## config.mk

```make
export PLATFORM = sky130hd
export DESIGN_NAME = period_meter
export DESIGN_NICKNAME = d
export VERILOG_FILES = /design/src/rtl/period_meter_pkg.sv /design/src/rtl/period_meter_edge_detect.sv /design/src/rtl/period_meter.sv
export SDC_FILE = /design/constraint.sdc
export NUM_CORES = 1
export LEC_CHECK = 0
export CORE_ASPECT_RATIO = 0.6
export CORE_UTILIZATION = 50
export DETAILED_ROUTE_END_ITERATION = 16
export DONT_BUFFER_PORTS = 1
export PLACE_DENSITY = 0.65
export SLEW_MARGIN = 20
export SYNTH_ARGS = -nofsm -noshare
export SYNTH_HDL_FRONTEND = slang
export SYNTH_SLANG_ARGS = --single-unit
```

## constraint.sdc

```tcl
create_clock -name clk -period 1.8 [get_ports clk]
set_clock_uncertainty 0.2 [all_clocks]
set_input_delay 0.09 -clock clk [delete_from_list [all_inputs] [get_ports clk]]
set_output_delay 0.09 -clock clk [all_outputs]
set_load 0.02 [all_outputs]
```

## src/rtl/period_meter_pkg.sv

```systemverilog
// Shared definitions for the period meter and its companion down counter:
// FSM state encoding, default wrap constant and a small sizing helper.
package period_meter_pkg;

  typedef enum logic [1:0] {
    IDLE    = 2'd0,
    MEASURE = 2'd1,
    LOCKED  = 2'd2
  } state_t;

  localparam int WRAP_DEFAULT       = 100;
  localparam int LOCK_COUNT_DEFAULT = 3;

  // Bits needed to hold a match counter saturating at lock_count (at least 1).
  function automatic int match_width(input int lock_count);
    int w;
    w = $clog2(lock_count + 1);
    return (w < 1) ? 1 : w;
  endfunction

endpackage

```

## src/rtl/period_meter_edge_detect.sv

```systemverilog
// Registers pulse_in once and flags its rising edge; a pulse held high
// produces a single rise.
module edge_detect (
  input  logic clk,
  input  logic rst_n,
  input  logic pulse_in,
  output logic rise
);

  logic pulse_d;

  // NOTE: reset is synchronous -- only clk is in the sensitivity list.
  always_ff @(posedge clk) begin
    if (!rst_n) pulse_d <= 1'b0;
    else        pulse_d <= pulse_in;
  end

  // The soft clear is deliberately not wired here so the history survives it.
  assign rise = pulse_in & ~pulse_d;

endmodule

```

## src/rtl/period_meter.sv

```systemverilog
// Measures the edge-to-edge interval of a periodic strobe, recovers the
// down-counter reload value, tracks lock on a stable period and counts edges.
module period_meter
  import period_meter_pkg::*;
#(
  parameter int WIDTH      = 8,
  parameter int LOCK_COUNT = LOCK_COUNT_DEFAULT,
  parameter int WRAP       = WRAP_DEFAULT
) (
  input  logic             clk,
  input  logic             rst_n,
  input  logic             pulse_in,
  input  logic             clear,
  output logic [WIDTH-1:0] period,
  output logic [WIDTH-1:0] reload_est,
  output logic             period_valid,
  output logic             locked,
  output logic             overflow,
  output logic [WIDTH-1:0] edge_count
);

  localparam int                 MATCH_W   = match_width(LOCK_COUNT);
  localparam logic [MATCH_W-1:0] MATCH_MAX = MATCH_W'(LOCK_COUNT);
  localparam logic [WIDTH-1:0]   CNT_MAX   = '1;
  localparam logic [WIDTH-1:0]   WRAP_V    = WIDTH'(WRAP);

  state_t             state;
  logic               rise;
  logic [WIDTH-1:0]   cnt;
  logic [WIDTH-1:0]   prev;
  logic [MATCH_W-1:0] match;
  logic [MATCH_W-1:0] match_upd;
  logic               has_prev;

  edge_detect u_edge_detect (
    .clk      (clk),
    .rst_n    (rst_n),
    .pulse_in (pulse_in),
    .rise     (rise)
  );

  // Match count as it will be after the current edge; decides lock entry/exit.
  // NOTE: every always_comb output gets a default first so no latch is inferred.
  always_comb begin
    match_upd = match;
    if (has_prev) begin
      if (cnt == prev) match_upd = (match == MATCH_MAX) ? MATCH_MAX : match + 1'b1;
      else             match_upd = '0;
    end
  end

  // NOTE: sequential state uses non-blocking assignments only.
  always_ff @(posedge clk) begin
    if (!rst_n || clear) begin
      state        <= IDLE;
      cnt          <= '0;
      period       <= '0;
      reload_est   <= '0;
      period_valid <= 1'b0;
      locked       <= 1'b0;
      overflow     <= 1'b0;
      edge_count   <= '0;
      prev         <= '0;
      match        <= '0;
      has_prev     <= 1'b0;
    end else begin
      period_valid <= 1'b0;

      if (rise)                cnt <= {{(WIDTH-1){1'b0}}, 1'b1};
      else if (cnt != CNT_MAX) cnt <= cnt + 1'b1;

      // The wrap cycle swallows any edge arriving with it.
      if (edge_count == WRAP_V) edge_count <= '0;
      else if (rise)            edge_count <= edge_count + 1'b1;

      case (state)
        IDLE: begin
          if (rise) begin
            state    <= MEASURE;
            has_prev <= 1'b0;
          end
        end

        MEASURE, LOCKED: begin
          if (rise) begin
            period       <= cnt;
            reload_est   <= (cnt == '0) ? '0 : cnt - 1'b1;
            period_valid <= 1'b1;
            prev         <= cnt;
            has_prev     <= 1'b1;
            match        <= match_upd;
            if (match_upd == MATCH_MAX) begin
              state  <= LOCKED;
              locked <= 1'b1;
            end else begin
              state  <= MEASURE;
              locked <= 1'b0;
            end
          end else if (cnt == CNT_MAX) begin
            // Interval ran past the counter range: drop back to IDLE, keep period.
            overflow <= 1'b1;
            state    <= IDLE;
            locked   <= 1'b0;
            match    <= '0;
            has_prev <= 1'b0;
          end
        end

        default: begin
          state  <= IDLE;
          locked <= 1'b0;
        end
      endcase
    end
  end

endmodule

```

Yosys cells after proc, flatten, opt, wreduce, memory -nomap -nowiden
Index checks and enable logic that the tools add are counted.

storage, ports and cells
  register bits after elaboration = 41
  input bits = 4
  word-level logic and storage cells = 68

operators by class
  add/subtract/negate cells = 4
  equality and inequality tests = 10
  muxes and demuxes = 20
  bitwise logic cells = 5
  reductions and logical operators = 17

operators by type and width
  cell                   number
  $add A8 B1 Y8 const B  2
  $mux W2                8
  $eq A8 B7 Y1 const B   1
  $eq A8 B8 Y1           1
  $eq A8 B8 Y1 const B   1
  $logic_not A8 Y1       1
  $mux W1                8
  $mux W8                1
  $ne A8 B8 Y1 const B   1
  $reduce_and A2 Y1      4
  $reduce_or A2 Y1       4
  $sub A8 B1 Y8 const B  1
  $eq A2 B2 Y1 const B   3
  $reduce_and A3 Y1      2
  $reduce_bool A2 Y1     3
  $not A1 Y1             4
  $pmux W1 S2            2
  $pmux W2 S2            1
  $ne A3 B3 Y1 const B   1
  $add A2 B1 Y2 const B  1
  $eq A2 B1 Y1 const B   1
  $logic_not A2 Y1       1
  $ne A2 B2 Y1 const B   1
  $and A1 B1 Y1          1
  2 further kinds        2

Logic depth before layout (Yosys ltp)
Gate-level depths: netlist (run 1).

  depth after elaboration = 8
  gate-level depth with buffers = 7

Modules after synthesis
A second synthesis (run 1) with hierarchy kept.

unflattened totals
  cells, all modules = 242
  area, all modules = 1993.2 um2

by module, submodules not included
  module        times used  cells an instance  area each (um2)  seq. area each (um2)
  period_meter  1           239                1953.1           800.8
  edge_detect   1           3                  40.0             20.0

Worst setup path after synthesis (run 1)
Ideal clock, no wire load.

  kind = register -> register
  start point = register edge_count[2]
  end point = register edge_count[2]
  library setup time = 0.133 ns
  data arrival time = 1.514 ns
  data required time = 1.467 ns
  slack = -0.047 ns
  stages on the path, launching flop included = 4
  buffers on the path = 0
  clock period less this slack = 1.847 ns
  cell sequence = dfxtp_1 > or4b_2 > o21ai_1 > nor2_1

between the ends
  longest elaborated chain between the ends = 2
  elaborated cells on any way between the ends = 3
  classes of those cells = add/sub (1); eq/ne (1); reduce/logical (1)

RTL lines
  what                                                                   line                source
  start: declaration                                                     period_meter.sv:19  output logic [WIDTH-1:0] edge_count
  start signal: assignment                                               period_meter.sv:74  else if (rise) edge_count <= edge_count + 1'b1;
  parallel branches: the longest is 2 deep, another holds $add A8 B1 Y8  --

Several ways; the timed one is not identified.
A chain may end at the register's enable or synchronous reset.

Worst setup path after layout (run 1)
  start point = register cnt[3]
  end point = register reload_est[7]

between the ends
  longest elaborated chain between the ends = 2
  elaborated cells on any way between the ends = 3
  classes of those cells = add/sub (1); mux (1); reduce/logical (1)

RTL lines
  what                                               line                source
  start: declaration                                 period_meter.sv:29  logic [WIDTH-1:0] cnt;
  start signal: assignment                           period_meter.sv:69  if (rise) cnt <= {{(WIDTH-1){1'b0}}, 1'b1};
  start signal: assignment                           period_meter.sv:70  else if (cnt != CNT_MAX) cnt <= cnt + 1'b1;
  $sub A8 B1 Y8 or $logic_not A8 Y1 (tied branches)  period_meter.sv:87  reload_est <= (cnt == '0) ? '0 : cnt - 1'b1;
  $mux W8 *                                          period_meter.sv:87
  end signal: assignment                             period_meter.sv:87
  end: declaration                                   period_meter.sv:15  output logic [WIDTH-1:0] reload_est,

Every way passes the cells marked *; elsewhere a longest branch is shown, timed or not.

==> results.py, run 1 <==
metrics = {
    "floorplanning": {
        "rows": 17,
        "num_io_pins": 31,
        "fp.dieH_um": 51.5,
        "dieArea_um2": 4360,
        "start_util_pct": 54.0,
        "core_um2": 3790,
        "die_width_um": 84.6,
    },
    "clock_tree": {
        "clockBufferDepth": 2,
        "cts_sinks": 41,
        "h-tree-depth": 2,
        "ctsRootBufferMaster": "clkbuf_8",
        "cts_tree": "done",
        "numCtsBuffers": 5,
        "clock_latency_ps": 300,
        "clkTransAtPathRegs_ps": 80,
    },
    "placed_design": {
        "hpwlAfterDp_um": 4000,
        "gp_congestion": 0.888,
        "dp_cells": 334,
        "io_buffers": 0,
    },
    "global_routing": {
        "grt_first_pass_wirelength_um": 8940,
        "grt_use_met1_pct": 38.8,
        "grt_antenna_before_repair": 0,
        "grt_pass1_vias": 1753,
        "gr-usage-all-layers_pct": 27.1,
        "globalRouteOverflowTotal": 0,
        "grtUsageMet3_pct": 8.57,
        "grt_max_degree": 19,
        "busiest_layer": "met2",
        "grt_use_met2_pct": 38.9,
    },
    "final_layout": {
        "fin_nets": 309,
        "drive_gt1_share_pct": 30.7,
        "stdcell_count": 347,
        "fin_util_pct": 72.0,
        "area_growth_pct": 33.2,
        "num_antenna_cells": 0,
    },
    "power": {
        "static-leakage-power_nw": 1.04,
        "p_per_area_nw_per_um2": 687,
        "ir_drop_mv": 0.478,
    },
    "synth": {
        "synth_cell_type_count": 46,
        "synth_top_family_by_area": "simple AND/OR/NAND/NOR gates",
        "synthCells": 250,
        "synth_top_area_cell": "dfxtp_1",
        "synth_adder_area_share_pct": 3.67,
        "synthXorXnorAreaFrac_pct": 8.56,
        "syn-num-nets": 260,
        "synth_top_area_share_pct": 40.1,
        "synth-simple-area-share_pct": 24.3,
        "ys_seq_elements": 41,
        "ys_seq_area_share_pct": 40.1,
        "syn_avg_cell_area_um2": 8.18,
        "synth_compound_area_share_pct": 15.7,
        "synthFlopType": "dfxtp_1",
        "synth_edf_count": 0,
        "syn_area_um2": 2050,
        "ys_warn_count": 0,
        "synth.area.mux_share_pct": 2.02,
        "synthArstFlopShare_pct": 0,
        "synthTopCellsByArea": "dfxtp_1 40%, nand2_1 6.4%, xnor2_1 6.4%",
    },
    "setup_path": {
        "timing.rr.end": "reload_est[7]$_SDFFE_PP0P_",
        "crit_family": "simple AND/OR/NAND/NOR gates",
        "cp.depth": 4,
        "rr_startpoint": "cnt[3]$_SDFFE_PP0N_",
        "cp_num_buf_inv": 0,
        "startpoint_type": "flop",
        "worst_path_max_delay_cell": "or3_4",
        "endpoint_kind": "flop",
        "crit_path_max_incr_delay_ps": 420,
        "worstSetupPathType": "reg -> reg",
        "cp_max_fo": 5,
        "critPathArrivalTime_ps": 1790,
        "r2r_slack_ps": -10,
        "path_cells": "or3_4, nor4b_2, mux2i_1, a21oi_1",
        "rr_worst_depth": 4,
        "required_ps": 1780,
    },
    "min_path": {
        "min_to": "has_prev$_SDFFE_PP0P_",
        "min_path_cells": 3,
        "hold_start": "rst_n",
        "hold_class": "in -> reg",
    },
    "sta": {
        "hold_viol": 0,
        "slew-limit-headroom_pct": 71.9,
        "fin_crit_sh_pct": 101,
        "drv_slew": 0,
        "fin_ws_ps": -14.0,
        "post-route-min-period_ps": 1810,
        "rsz0062_at_grt": "true",
        "fmax_mhz": 551,
        "finalSetupViolations": 1,
        "worst_slew_pin_slew_ps": 421,
    },
    "route": {
        "firstDrtPassIters": 10,
        "ant_nets": 0,
        "wire_per_inst_um": 15.8,
        "drc": 2,
        "drt-initial-drc-count": 133,
        "viasPerCell": 5.57,
        "num_vias": 1932,
        "wirelength_um": 5490,
    },
    "outcome": {
        "violations": "DRC, setup timing",
        "status": "complete, but fails checks",
    },
    "run": {
        "cap_violations": 0,
    },
}
power by group:
| part | total [mW] | internal (mW) | leakage [nW] | switching [mW] |
|---|---|---|---|---|
| sequential | 0.920 | 0.910 | 0.336 | 0.00967 |
| clock | 0.774 | 0.452 | 0.0585 | 0.322 |
| combinational | 0.177 | 0.0891 | 0.641 | 0.0879 |
| total | 1.87 | 1.45 | 1.04 | 0.420 |
cell type report:
type	count	area (um2)
sequential	41	838
tap	47	58.8
timing repair buffer	59	458
multi-input combinational	183	1220
inverter	9	33.8
clock buffer	7	86.3
fill	272	1060
clock inverter	1	30.0
through the flow:
stage | setup TNS [ps] | area (um2) | setup slack (ps) | total power, mW | hold WS [ps]
finish | -14.0 | 2730 | -14.0 | 1.87 | 6.26
CTS | 0 | 2620 | 13.0 | 1.86 | 4.60
detailed placement | -258 | 2430 | -90.4 | 1.08 | 23.6
global route | -78.6 | 2730 | -66.8 | 1.93 | -0.219
global placement | -42.5 | 2430 | -24.2 | 1.08 | 14.3
floorplan | -114 | 2060 | -31.1 | 1.03 | 11.7
state kept, by name, indices dropped and copies added (netlist names):
register / count
match: 2
has_prev: 1
u_edge_detect.pulse_d: 1
prev: 8
reload_est: 8
edge_count: 8
period_valid: 1
overflow: 1
locked: 1
cnt: 8
state: 2
cell usage in the layout (no fill, tap or decap), drive strengths merged, types with 2 or more instances in the layout:
cell / synthesis / routed
nand2b: 4 / 4
a2bb2oi: 3 / 3
inv: 9 / 9
o31ai: 2 / 2
nand4: 4 / 4
a32o: 3 / 3
nand3: 5 / 5
dlygate4sd3: 0 / 3
a21o: 2 / 2
nor2b: 4 / 4
nand2: 35 / 35
clkbuf: 7 / 7
xor2: 5 / 5
nor2: 26 / 26
nor3: 9 / 9
mux2i: 3 / 3
ha: 6 / 6
dfxtp: 41 / 41
xnor2: 15 / 15
buf: 10 / 56
a21oi: 21 / 21
and2: 2 / 2
or3: 4 / 4
or4: 2 / 2
o2111ai: 2 / 2
o21ai: 9 / 9
kinds of logic (layout without fill, tap and decap cells):
kind of cell               Yosys count  after routing
and+or+nand+nor                    104            104
adders and majority gates            6              6
AOI/OAI and AO/OA                   49             49
DFF                                 41             41
xor gates and xnor gates            20             20
muxes                                4              4
buffers and inverters               26             76
layer usage:
metal,wire [um],vias up,part of all wire [%]
met3,357,10,6.5
met1,2790,907,51
li1,-,959,-
met5,0,-,0
met2,2250,56,41
met4,91,0,1.7
repair_timing:
action                                  in CTS  in global routing
resized for setup                            8                 25
pin swaps                                    1                  7
hold endpoints to repair                     7                  0
setup buffers                                1                  3
endpoints found under the setup margin      10                 16
hold buffers                                 3                  0
tightest hold or removal path, delay by kind of cell:
family	cells	cell delay, ps
and+or+nand+nor	1	110
buffers and inverters	1	160
AOI/OAI and AO/OA	1	100
Yosys cell counts (all sizes together) (2+ instances only):
master   number
o2111ai       2
nand3         5
xnor2        15
or4           2
o31ai         2
a2bb2oi       3
and2          2
nor2b         4
nand2        35
inv           9
nor3          9
ha            6
clkbuf        7
nand2b        4
mux2i         3
o21ai         9
a32o          3
nand4         4
nor2         26
dfxtp        41
a21o          2
buf          10
or3           4
xor2          5
a21oi        21
how the worst max path moves through the flow:
stage / start / end / slack [ps]
6_report: cnt[3]$_SDFFE_PP0N_ / reload_est[7]$_SDFFE_PP0P_ / -10
5_1_grt: cnt[3]$_SDFFE_PP0N_ / reload_est[7]$_SDFFE_PP0P_ / -70
4_1_cts: cnt[0]$_SDFFE_PP0P_ / match[1]$_SDFFE_PP0P_ / 10
3_5_place_dp: state[1]$_SDFFE_PP0P_ / reload_est[6]$_SDFFE_PP0P_ / -90
3_3_place_gp: state[1]$_SDFFE_PP0P_ / reload_est[5]$_SDFFE_PP0P_ / -20
2_1_floorplan: cnt[3]$_SDFFE_PP0N_ / reload_est[5]$_SDFFE_PP0P_ / -30
No activity file was read; power rests on OpenSTA's default activity.
==> run 2: changes to the inputs <==
CORE_UTILIZATION = 45   (was 50)
PLACE_DENSITY = 0.59   (was 0.65)
==> results.py, run 2 (synthesized netlist as in run 1, its figures left out) <==
metrics = {
    "global_routing": {
        "globalRouteOverflowTotal": 0,
        "grt_first_pass_wirelength_um": 8310,
        "grt_pass1_vias": 1669,
        "gr-usage-all-layers_pct": 23.5,
        "grt_max_degree": 15,
        "grt_antenna_before_repair": 0,
    },
    "route": {
        "wire_per_inst_um": 14.4,
        "num_vias": 1845,
        "ant_nets": 0,
        "drc": 0,
        "drt-initial-drc-count": 116,
        "wirelength_um": 5190,
        "firstDrtPassIters": 4,
        "viasPerCell": 5.13,
    },
    "setup_path": {
        "critPathArrivalTime_ps": 1820,
        "cp_max_fo": 4,
        "worstSetupPathType": "reg -> reg",
        "worst_path_max_delay_cell": "or4_1",
        "startpoint_type": "flop",
        "required_ps": 1780,
        "path_cells": "xnor2_1, nand4_1, or4_1, a32o_1",
        "endpoint_kind": "flop",
        "crit_path_max_incr_delay_ps": 510,
    },
    "sta": {
        "hold_viol": 0,
        "fin_ws_ps": -39.6,
        "drv_slew": 0,
        "finalSetupViolations": 3,
        "post-route-min-period_ps": 1840,
        "hold_ws_ps": 18.5,
        "worst_slew_pin_slew_ps": 678,
        "rsz0062_at_grt": "true",
        "fmax_mhz": 544,
        "slew-limit-headroom_pct": 54.8,
        "timing.setup.tns_ps": -59.3,
        "fin_crit_sh_pct": 102,
    },
    "floorplanning": {
        "rows": 18,
        "start_util_pct": 48.3,
        "dieArea_um2": 4830,
        "num_io_pins": 31,
        "core_um2": 4230,
        "fp.dieH_um": 54.2,
        "die_width_um": 89.0,
    },
    "min_path": {
        "hold_class": "in -> reg",
    },
    "final_layout": {
        "stdcell_count": 360,
        "num_antenna_cells": 0,
        "area_growth_pct": 32.9,
        "drive_gt1_share_pct": 31.3,
        "final_common_cell": "buf_4",
        "stdcell_area_um2": 2720,
        "layout_common_cells": "55 x buf_4, 35 x nand2_1, 33 x dfxtp_1, 25 x nor2_1, 19 x a21oi_1",
        "fin_nets": 309,
    },
    "placed_design": {
        "hpwlAfterDp_um": 3840,
        "io_buffers": 0,
        "dp_cells": 349,
        "dp_slack_ps": -187,
        "dpl_cell_area_um2": 2460,
        "gp_congestion": 0.839,
    },
    "power": {
        "p_per_area_nw_per_um2": 613,
        "ir_drop_mv": 0.413,
        "static-leakage-power_nw": 1.02,
    },
    "outcome": {
        "violations": "setup timing",
        "status": "complete, but fails checks",
    },
    "clock_tree": {
        "post-cts-setup-buffers": 0,
        "ctsRootBufferMaster": "clkbuf_8",
        "clkTransAtPathRegs_ps": 80,
        "cts_tree": "done",
        "clock_latency_ps": 290,
        "cts_sinks": 41,
        "clockBufferDepth": 2,
        "numCtsBuffers": 5,
        "h-tree-depth": 2,
    },
    "run": {
        "cap_violations": 0,
    },
}
==> run 2: power breakdown <==
part / total [mW] / internal [mW] / switching (mW)
Clock: 0.585 / 0.269 / 0.316
Combinational: 0.164 / 0.0803 / 0.0840
Sequential: 0.918 / 0.907 / 0.0103
==> run 2: final cells by class <==
cell class	count	area, um2
tap	60	75.1
fill	388	1520
sequential	41	843
multi-input combinational	183	1230
inverter	9	33.8
clock buffer	6	72.6
clock inverter	2	10.0
timing repair buffer	59	454
==> run 2: path summary, 6_finish.rpt <==
| kind | end | start | depth (start not counted) | slack, ps |
|---|---|---|---|---|
| worst max-delay path | state[0]$_SDFFE_PP0P_ | cnt[3]$_SDFFE_PP0N_ | 4 | -40 |
| worst min-delay path | edge_count[1]$_SDFFE_PP0P_ | pulse_in | 3 | 20 |
| worst max register to register | state[0]$_SDFFE_PP0P_ | cnt[3]$_SDFFE_PP0N_ | 4 | -40 |
| worst min register to register | prev[6]$_SDFFE_PP0P_ | cnt[6]$_SDFFE_PP0N_ | 2 | 300 |
==> run 2: worst max-delay path, delay by kind of cell, from the launching register on <==
kind,cells,cell delay (ps)
flip-flops,1,370
AND/OR/NAND/NOR,2,700
AO/OA/AOI/OAI,1,260
XOR/XNOR,1,210
==> run 2: timing repair <==
| item | 4_1_cts | 5_1_grt |
|---|---|---|
| cloned | 0 | 0 |
| setup endpoints to repair | 11 | 15 |
| gates resized for setup | 13 | 22 |
| hold buffers | 3 | 0 |
| pin swaps | 4 | 6 |
| endpoints found under the hold margin | 7 | 0 |
==> run 2: metal layers <==
metal | GRT usage, % | up-vias | wire (um)
met1 | 35.8 | 844 | 2790
met4 | 3.97 | 0 | 19
met2 | 33.2 | 39 | 2110
li1 | - | 960 | -
met5 | 0 | - | 0
met3 | 6.18 | 2 | 268
==> run 2: through the flow <==
stage | utilization, % | power (mW)
3_5_place_dp | 58.2 | 1.09
4_1_cts | 62.0 | 1.67
3_3_place_gp | 58.2 | 1.09
6_report | 64.2 | 1.67
2_1_floorplan | - | 1.03
5_1_grt | 64.2 | 1.74
==> run 3: changes to the inputs <==
SKIP_LAST_GASP = 1   (was default)
==> results.py, run 3 (synthesized netlist as in run 1, its figures left out) <==
metrics = {
    "outcome": {
        "status": "complete, but fails checks",
        "violations": "setup timing",
    },
    "run": {
        "cap_violations": 0,
    },
    "final_layout": {
        "area_growth_pct": 31.6,
        "drive_gt1_share_pct": 29.7,
        "layout_common_cells": "55 x buf_4, 35 x nand2_1, 33 x dfxtp_1, 26 x nor2_1, 19 x a21oi_1",
        "final_common_cell": "buf_4",
        "stdcell_area_um2": 2690,
        "num_antenna_cells": 0,
        "fin_nets": 309,
    },
    "power": {
        "static-leakage-power_nw": 1.02,
        "ir_drop_mv": 0.410,
        "p_per_area_nw_per_um2": 620,
    },
    "floorplanning": {
        "core_um2": 4230,
        "fp.dieH_um": 54.2,
        "start_util_pct": 48.3,
        "rows": 18,
        "num_io_pins": 31,
        "dieArea_um2": 4830,
        "die_width_um": 89.0,
    },
    "sta": {
        "fin_ws_ps": -49.5,
        "post-route-min-period_ps": 1850,
        "worst_slew_pin_slew_ps": 680,
        "hold_viol": 0,
        "fin_crit_sh_pct": 103,
        "drv_slew": 0,
        "fmax_mhz": 541,
        "finalSetupViolations": 3,
        "rsz0062_at_grt": "true",
        "slew-limit-headroom_pct": 54.7,
    },
    "min_path": {
        "hold_start": "pulse_in",
        "hold_class": "in -> reg",
        "min_to": "edge_count[1]$_SDFFE_PP0P_",
        "min_path_cells": 3,
    },
    "route": {
        "num_vias": 1850,
        "drc": 0,
        "wirelength_um": 5190,
        "ant_nets": 0,
        "viasPerCell": 5.14,
        "firstDrtPassIters": 4,
        "wire_per_inst_um": 14.4,
        "drt-initial-drc-count": 98,
    },
    "setup_path": {
        "startpoint_type": "flop",
        "cp_num_buf_inv": 1,
        "cp.depth": 5,
        "required_ps": 1780,
        "r2r_slack_ps": -50,
        "timing.rr.end": "state[0]$_SDFFE_PP0P_",
        "worst_path_max_delay_cell": "or4_1",
        "rr_worst_depth": 5,
        "path_cells": "buf_4, xnor2_1, nand4_1, or4_1, a32o_1",
        "crit_family": "simple AND/OR/NAND/NOR gates",
        "cp_max_fo": 6,
        "critPathArrivalTime_ps": 1830,
        "crit_path_max_incr_delay_ps": 510,
        "endpoint_kind": "flop",
        "worstSetupPathType": "reg -> reg",
        "rr_startpoint": "cnt[2]$_SDFFE_PP0N_",
    },
    "clock_tree": {
        "cts_tree": "done",
        "h-tree-depth": 2,
        "clock_latency_ps": 290,
        "cts_sinks": 41,
        "clockBufferDepth": 2,
        "clkTransAtPathRegs_ps": 80,
        "numCtsBuffers": 5,
        "ctsRootBufferMaster": "clkbuf_8",
        "post-cts-setup-buffers": 0,
    },
    "global_routing": {
        "grt_antenna_before_repair": 0,
        "grt_max_degree": 15,
        "grt_first_pass_wirelength_um": 8310,
        "gr-usage-all-layers_pct": 23.5,
        "grt_pass1_vias": 1669,
        "globalRouteOverflowTotal": 0,
    },
    "placed_design": {
        "gp_congestion": 0.839,
        "hpwlAfterDp_um": 3840,
        "dpl_cell_area_um2": 2460,
        "dp_slack_ps": -187,
        "io_buffers": 0,
    },
}
## run 3: worst register-to-register path: cells and delay by family, from the launching register on
family	cells	cell delay [ps]
buffers and inverters	1	150
DFF	1	330
xor gates and xnor gates	1	130
and+or+nand+nor	2	670
AOI/OAI and AO/OA	1	260
## run 3: how the worst max path moves through the flow
stage                        start                          to
2_1_floorplan  cnt[3]$_SDFFE_PP0N_  reload_est[5]$_SDFFE_PP0P_
3_3_place_gp   cnt[3]$_SDFFE_PP0N_  reload_est[0]$_SDFFE_PP0P_
3_5_place_dp   cnt[3]$_SDFFE_PP0N_  reload_est[2]$_SDFFE_PP0P_
4_1_cts        cnt[3]$_SDFFE_PP0N_  reload_est[2]$_SDFFE_PP0P_
5_1_grt        cnt[3]$_SDFFE_PP0N_       state[0]$_SDFFE_PP0P_
6_report       cnt[2]$_SDFFE_PP0N_       state[0]$_SDFFE_PP0P_
## run 3: through the flow
step                cells  TNS (ps)  hold slack [ps]  power, mW  utilization [%]
floorplan             250      -114             11.7       1.03                -
global placement      349      -654             17.7       1.09             58.2
global route          360      -382             18.0       1.74             63.6
detailed placement    349      -747             32.4       1.09             58.2
CTS                   360    -0.131             12.9       1.67             62.0
finish                360     -80.7             17.1       1.67             63.6
## run 3: timing repair
item	4_1_cts	5_1_grt
gates resized for setup	13	16
setup endpoints to repair	11	15
endpoints found under the hold margin	7	0
hold buffers	3	0
pin swaps	4	5
## run 3: layout make-up
cell class	instances	area [um2]
sequential	41	841
clock inverter	2	10.0
multi-input combinational	183	1200
tap	60	75.1
clock buffer	6	72.6
timing repair buffer	59	454
fill	394	1540
inverter	9	33.8
## run 3: layer usage
metal  GRT usage (%)  routed length, um  vias to the layer above
met4            3.97                 19                        0
met2            33.2               2080                       45
li1                -                  -                      955
met5               0                  0                        -
met1            35.8               2790                      848
met3            6.18                300                        2
## run 3: power breakdown
| group | switching [mW] | internal (mW) |
|---|---|---|
| clock network | 0.318 | 0.269 |
| registers | 0.0102 | 0.908 |
| logic | 0.0837 | 0.0793 |
| total | 0.411 | 1.26 |
